--- src/rtl/hazard_ctrl_mc.sv ---
// hazard_ctrl_mc: forwarding, load-use stall, branch flush, a multi-cycle
// execute countdown FSM and saturating stall/flush event counters for a
// 5-stage RISC-V pipeline. All stall/flush/forward outputs are combinational
// from inputs and FSM state; every output is held at 0 while rst is high.
module hazard_ctrl_mc #(
  parameter int REG_AW = 5,
  parameter int LAT_W  = 4,
  parameter int CNT_W  = 32
) (
  input  logic              clk,
  input  logic              rst,
  input  logic [REG_AW-1:0] Rs1_D,
  input  logic [REG_AW-1:0] Rs2_D,
  input  logic [REG_AW-1:0] Rs1_E,
  input  logic [REG_AW-1:0] Rs2_E,
  input  logic [REG_AW-1:0] RD_E,
  input  logic [REG_AW-1:0] RD_M,
  input  logic [REG_AW-1:0] RD_W,
  input  logic              RegWriteM,
  input  logic              RegWriteW,
  input  logic              LoadE,
  input  logic              PCSrcE,
  input  logic              MCStartE,
  input  logic [LAT_W-1:0]  MCLatE,
  output logic [1:0]        ForwardAE,
  output logic [1:0]        ForwardBE,
  output logic              StallF,
  output logic              StallD,
  output logic              StallE,
  output logic              FlushD,
  output logic              FlushE,
  output logic              FlushM,
  output logic              MCBusy,
  output logic [CNT_W-1:0]  StallCnt,
  output logic [CNT_W-1:0]  FlushCnt
);

  typedef enum logic {IDLE, BUSY} state_t;

  state_t            state_reg;
  logic [LAT_W-1:0]  cnt_reg;
  logic              busy_reg;
  logic [CNT_W-1:0]  stall_cnt_reg;
  logic [CNT_W-1:0]  flush_cnt_reg;

  logic       mc_stall;
  logic       lw_stall;
  logic [1:0] fwd_a;
  logic [1:0] fwd_b;
  logic       stall_fd;
  logic       flush_d;
  logic       flush_e;

  // Operand source select: the younger result in M wins over W; x0 never forwards.
  function automatic logic [1:0] fwd_sel(
    input logic [REG_AW-1:0] rs,
    input logic [REG_AW-1:0] rd_m,
    input logic [REG_AW-1:0] rd_w,
    input logic              we_m,
    input logic              we_w
  );
    if (we_m && (rd_m != '0) && (rd_m == rs))
      return 2'b10;
    else if (we_w && (rd_w != '0) && (rd_w == rs))
      return 2'b01;
    else
      return 2'b00;
  endfunction

  // Hazard detection and raw stall/flush equations.
  always_comb begin
    fwd_a    = fwd_sel(Rs1_E, RD_M, RD_W, RegWriteM, RegWriteW);
    fwd_b    = fwd_sel(Rs2_E, RD_M, RD_W, RegWriteM, RegWriteW);
    lw_stall = LoadE && (RD_E != '0) && ((RD_E == Rs1_D) || (RD_E == Rs2_D));
    if (state_reg == IDLE)
      mc_stall = MCStartE && (MCLatE > LAT_W'(1));
    else
      mc_stall = (cnt_reg != '0);
    // A taken branch must never be held, so it cancels the load-use stall;
    // while E holds a multi-cycle op, branch and load-use flushes are masked.
    stall_fd = mc_stall || (lw_stall && !PCSrcE);
    flush_d  = PCSrcE && !mc_stall;
    flush_e  = !mc_stall && (PCSrcE || lw_stall);
  end

  // Output gating: everything reads as zero while reset is held.
  always_comb begin
    ForwardAE = rst ? 2'b00 : fwd_a;
    ForwardBE = rst ? 2'b00 : fwd_b;
    StallF    = stall_fd && !rst;
    StallD    = stall_fd && !rst;
    StallE    = mc_stall && !rst;
    FlushD    = flush_d && !rst;
    FlushE    = flush_e && !rst;
    FlushM    = mc_stall && !rst;
    MCBusy    = busy_reg && !rst;
    StallCnt  = rst ? '0 : stall_cnt_reg;
    FlushCnt  = rst ? '0 : flush_cnt_reg;
  end

  // Multi-cycle countdown: the start cycle stalls, then cnt counts the
  // remaining stall cycles down to zero, so latency L stalls L-1 cycles.
  always_ff @(posedge clk) begin
    if (rst) begin
      state_reg <= IDLE;
      cnt_reg   <= '0;
      busy_reg  <= 1'b0;
    end else begin
      case (state_reg)
        IDLE: begin
          if (MCStartE && (MCLatE > LAT_W'(1))) begin
            cnt_reg   <= MCLatE - LAT_W'(2);
            state_reg <= BUSY;
            busy_reg  <= 1'b1;
          end
        end
        BUSY: begin
          if (cnt_reg != '0) begin
            cnt_reg <= cnt_reg - LAT_W'(1);
          end else begin
            state_reg <= IDLE;
            busy_reg  <= 1'b0;
          end
        end
        default: begin
          state_reg <= IDLE;
          busy_reg  <= 1'b0;
        end
      endcase
    end
  end

  // Saturating performance counters for stall and flush cycles.
  always_ff @(posedge clk) begin
    if (rst) begin
      stall_cnt_reg <= '0;
      flush_cnt_reg <= '0;
    end else begin
      if (stall_fd && (stall_cnt_reg != '1))
        stall_cnt_reg <= stall_cnt_reg + CNT_W'(1);
      if ((flush_d || flush_e || mc_stall) && (flush_cnt_reg != '1))
        flush_cnt_reg <= flush_cnt_reg + CNT_W'(1);
    end
  end

endmodule
--- config.mk ---
export PLATFORM = sky130hd
export DESIGN_NAME = hazard_ctrl_mc
export DESIGN_NICKNAME = d
export VERILOG_FILES = /design/src/rtl/hazard_ctrl_mc.sv
export SDC_FILE = /design/constraint.sdc
export NUM_CORES = 1
export LEC_CHECK = 0
export ABC_AREA = 1
export ABC_CLOCK_PERIOD_IN_PS = 2200
export CAP_MARGIN = 20
export CORE_AREA = 2 2 108 110
export DETAILED_ROUTE_END_ITERATION = 16
export DIE_AREA = 0 0 110 112
export GPL_ROUTABILITY_DRIVEN = 0
export PLACE_DENSITY = 0.79
export SYNTH_ARGS = -nofsm -noshare
export SYNTH_HDL_FRONTEND = slang
export SYNTH_SLANG_ARGS = --single-unit
--- constraint.sdc ---
create_clock -name clk -period 2.2 [get_ports clk]
set_clock_uncertainty 0.15 [all_clocks]
set_input_delay 0.44 -clock clk [delete_from_list [all_inputs] [get_ports clk]]
set_output_delay 0.44 -clock clk [all_outputs]
set_load 0.005 [all_outputs]
==> flow_summary.json <==
{
  "nets": 1170,
  "worst_slew_pin_slew_ns": 0.467,
  "grt_pass1_vias": 6045,
  "synth_most_common_cell": "nand2_1",
  "critPathMaxFanout": 3,
  "synth_area_leaders": "dfxtp_1 (26%), nand2_1 (18%), nor2_1 (11%)",
  "viasPerCell": 5.19,
  "antenna_found_initial": 0,
  "num_rows": 39,
  "path_buf_inv": 2,
  "syn_area_per_cell_um2": 5.83,
  "cp_slowest_stage_delay_ns": 0.29,
  "drtIter0Drc": 492,
  "synth_cell_types": 27,
  "synth-seq-area-share_pct": 25.7,
  "period_needed_ns": 2.16,
  "critPathKind": "in2out",
  "outcome": "finished clean",
  "area_delta_synth_final_pct": 42.0,
  "grt_setup_unrepaired": "true",
  "cts-root-buf": "clkbuf_16",
  "synth_top_area_cell": "dfxtp_1",
  "grt_max_degree": 48,
  "r2r_start": "stall_cnt_reg[0]",
  "h-tree-depth": 3,
  "wl_per_cell_um": 13.3,
  "cts_sinks": 70,
  "r2r-end": "stall_cnt_reg[31]",
  "hold_viol_final": 0,
  "critPathTopFamily": "simple AND/OR/NAND/NOR gates",
  "leakagePower_nw": 3.10,
  "path_cells": "clkdlybuf4s15_1 > xor2_1 > nor4_2 > nand3_1 > nor3_4 > buf_2",
  "vias": 6581,
  "hold_class": "reg2reg",
  "yosysWarningCount": 0,
  "tritoncts": "done",
  "antennaDiodeCount": 0,
  "grt_usage_pct": 28.3,
  "fin_cells": 1267,
  "synth-seq-cells": 70,
  "slowest_stage": "nor4_2",
  "setup_viol": 0,
  "maxCapViolations": 0,
  "drtPass1Iterations": 8,
  "cp-start-kind": "primary input",
  "start_util_pct": 48.8,
  "top_layer_used": "met4",
  "die_area_mm2": 0.0123,
  "async_flop_share_pct": 0,
  "numPortBuffers": 120,
  "grt_pass1_wl_mm": 28.2,
  "finalCoreUtilization_pct": 69.3,
  "remaining_drc_errors": 0,
  "die_w_um": 110,
  "min_path_cells": 2,
  "power-per-cell-area_mw_per_mm2": 476,
  "syn_inst": 935,
  "arrival_ns": 1.57,
  "synthesis.area_mm2": 0.00545,
  "grt_overflow": 0,
  "drive_gt1_share_pct": 15.2,
  "cts_hold_buf": 0,
  "fin_crit_sh_pct": 98.4,
  "io_pins": 121,
  "clock_path_buffers": 2,
  "core_area_mm2": 0.0112,
  "fmax_ghz": 0.462,
  "syn-num-nets": 986,
  "r2r.worst_path.cells": 11,
  "routed_wl_mm": 16.9,
  "setup.worst_path.end_class": "output pin",
  "clk_pin_slew_ns": 0.06,
  "die_h_um": 112,
  "dp_hpwl_mm": 12.6,
  "synth_common_cells": "nand2_1 (256), nor2_1 (159), inv_1 (111), nand3_1 (97)",
  "whs_endpoint": "flush_cnt_reg[31]",
  "wl_met3_mm": 1.11,
  "synth_ff_type": "dfxtp_1",
  "p_total_w": 0.00368,
  "ff2ff_setup_slack_ns": 0.12,
  "ant_nets": 0,
  "hp-start": "flush_cnt_reg[31]",
  "worstSkewPairLatency_ns": 0.34,
  "whs_ns": 0.336,
  "wl_met1_mm": 7.28,
  "cp_data_required_time_ns": 1.61,
  "relSlewSlack_pct": 68.7,
  "numCtsBuffers": 9,
  "synth_top_area_share_pct": 25.7,
  "placed_cells": 1231,
  "drv_slew": 0,
  "synth_edf_count": 0,
  "ir_drop_mv": 0.413,
  "wl_met2_mm": 8.01
}
layout make-up:
class	instances	area (µm²)
fillers	979	3430
well taps	143	179
clock buffers	13	270
inverters	111	417
repair buffers	208	1830
flip-flops and latches	70	1400
clock inverters	3	65.1
multi-input cells	719	3580
per-stage QoR:
stage / area, µm² / setup TNS [ns] / setup WS (ns)
2_1_floorplan: 5450 / 0 / 0.165
3_3_place_gp: 7220 / -22.12 / -0.674
3_5_place_dp: 7220 / -23.79 / -0.715
4_1_cts: 7650 / -0.0588 / -0.0588
5_1_grt: 7740 / -0.130 / -0.0262
6_report: 7740 / 0 / 0.0356
layer usage:
layer  vias to the layer above  global-route usage (%)
met2                       258                    46.3
li1                       3297                       -
met5                         -                       0
met3                        42                    4.98
met1                      2984                    37.0
met4                         0                    9.87
cells by family (layout without fill, tap and decap cells):
| group | after synthesis | count (layout) | synth area share [%] |
|---|---|---|---|
| AOI/OAI and AO/OA | 83 | 83 | 7.76 |
| xor gates and xnor gates | 62 | 62 | 9.96 |
| adders and majority gates | 5 | 5 | 1.15 |
| buffers and inverters | 146 | 335 | 11.0 |
| DFF | 70 | 70 | 25.7 |
| and+or+nand+nor | 569 | 569 | 44.4 |
power breakdown:
| part | switching (W) | internal (W) |
|---|---|---|
| Combinational | 0.000375 | 0.000329 |
| Clock | 0.000577 | 0.00109 |
| Sequential | 0.0000214 | 0.00130 |
| Total | 0.000973 | 0.00271 |
cells in the final DEF, fill, tap and decap left out, types with 3 or more instances in the layout:
master           instances
a21oi_1                 69
buf_12                   5
buf_2                   11
buf_4                   81
buf_6                    3
clkbuf_16                9
clkbuf_2                10
clkbuf_8                 3
clkdlybuf4s15_1          7
clkdlybuf4s50_1         70
dfxtp_1                 68
dlygate4sd2_1           14
dlymetal6s2s_1           5
ha_1                     4
inv_1                  104
inv_2                    7
nand2_1                253
nand2_2                  9
nand3_1                 96
nand4_1                  9
nor2_1                 158
nor2_4                   6
nor3_1                  23
o21ai_0                  7
xnor2_1                  7
xor2_1                  52
xor2_2                   3
worst reg2reg max path, cell delays in order (launching register included):
cell and delay (ns):
dfxtp_1 0.33, ha_1 0.20, nand2_2 0.13, nor2_4 0.17, nand2_2 0.10, nor2_4 0.10
nand3_1 0.07, nor2_1 0.14, nand3_2 0.12, buf_4 0.26, nand3_1 0.12, a21oi_1 0.07
timing repair:
item	in CTS	in global routing
pin swaps	22	26
resized for setup	105	47
setup buffers	15	7
endpoints found under the setup margin	10	74
how the worst max path moves through the flow:
stage / start / to / slack, ns / cells after the start
2_1_floorplan: flush_cnt_reg[0] / flush_cnt_reg[2] / 0.17 / 11
3_3_place_gp: RD_M[3] / ForwardAE[1] / -0.67 / 7
3_5_place_dp: RD_M[3] / ForwardAE[0] / -0.72 / 7
4_1_cts: Rs1_E[2] / ForwardAE[0] / -0.06 / 7
5_1_grt: Rs1_E[1] / ForwardAE[0] / -0.03 / 7
6_report: RD_W[4] / ForwardAE[0] / 0.04 / 6
Note: power is estimated with default switching activity, not from simulation.
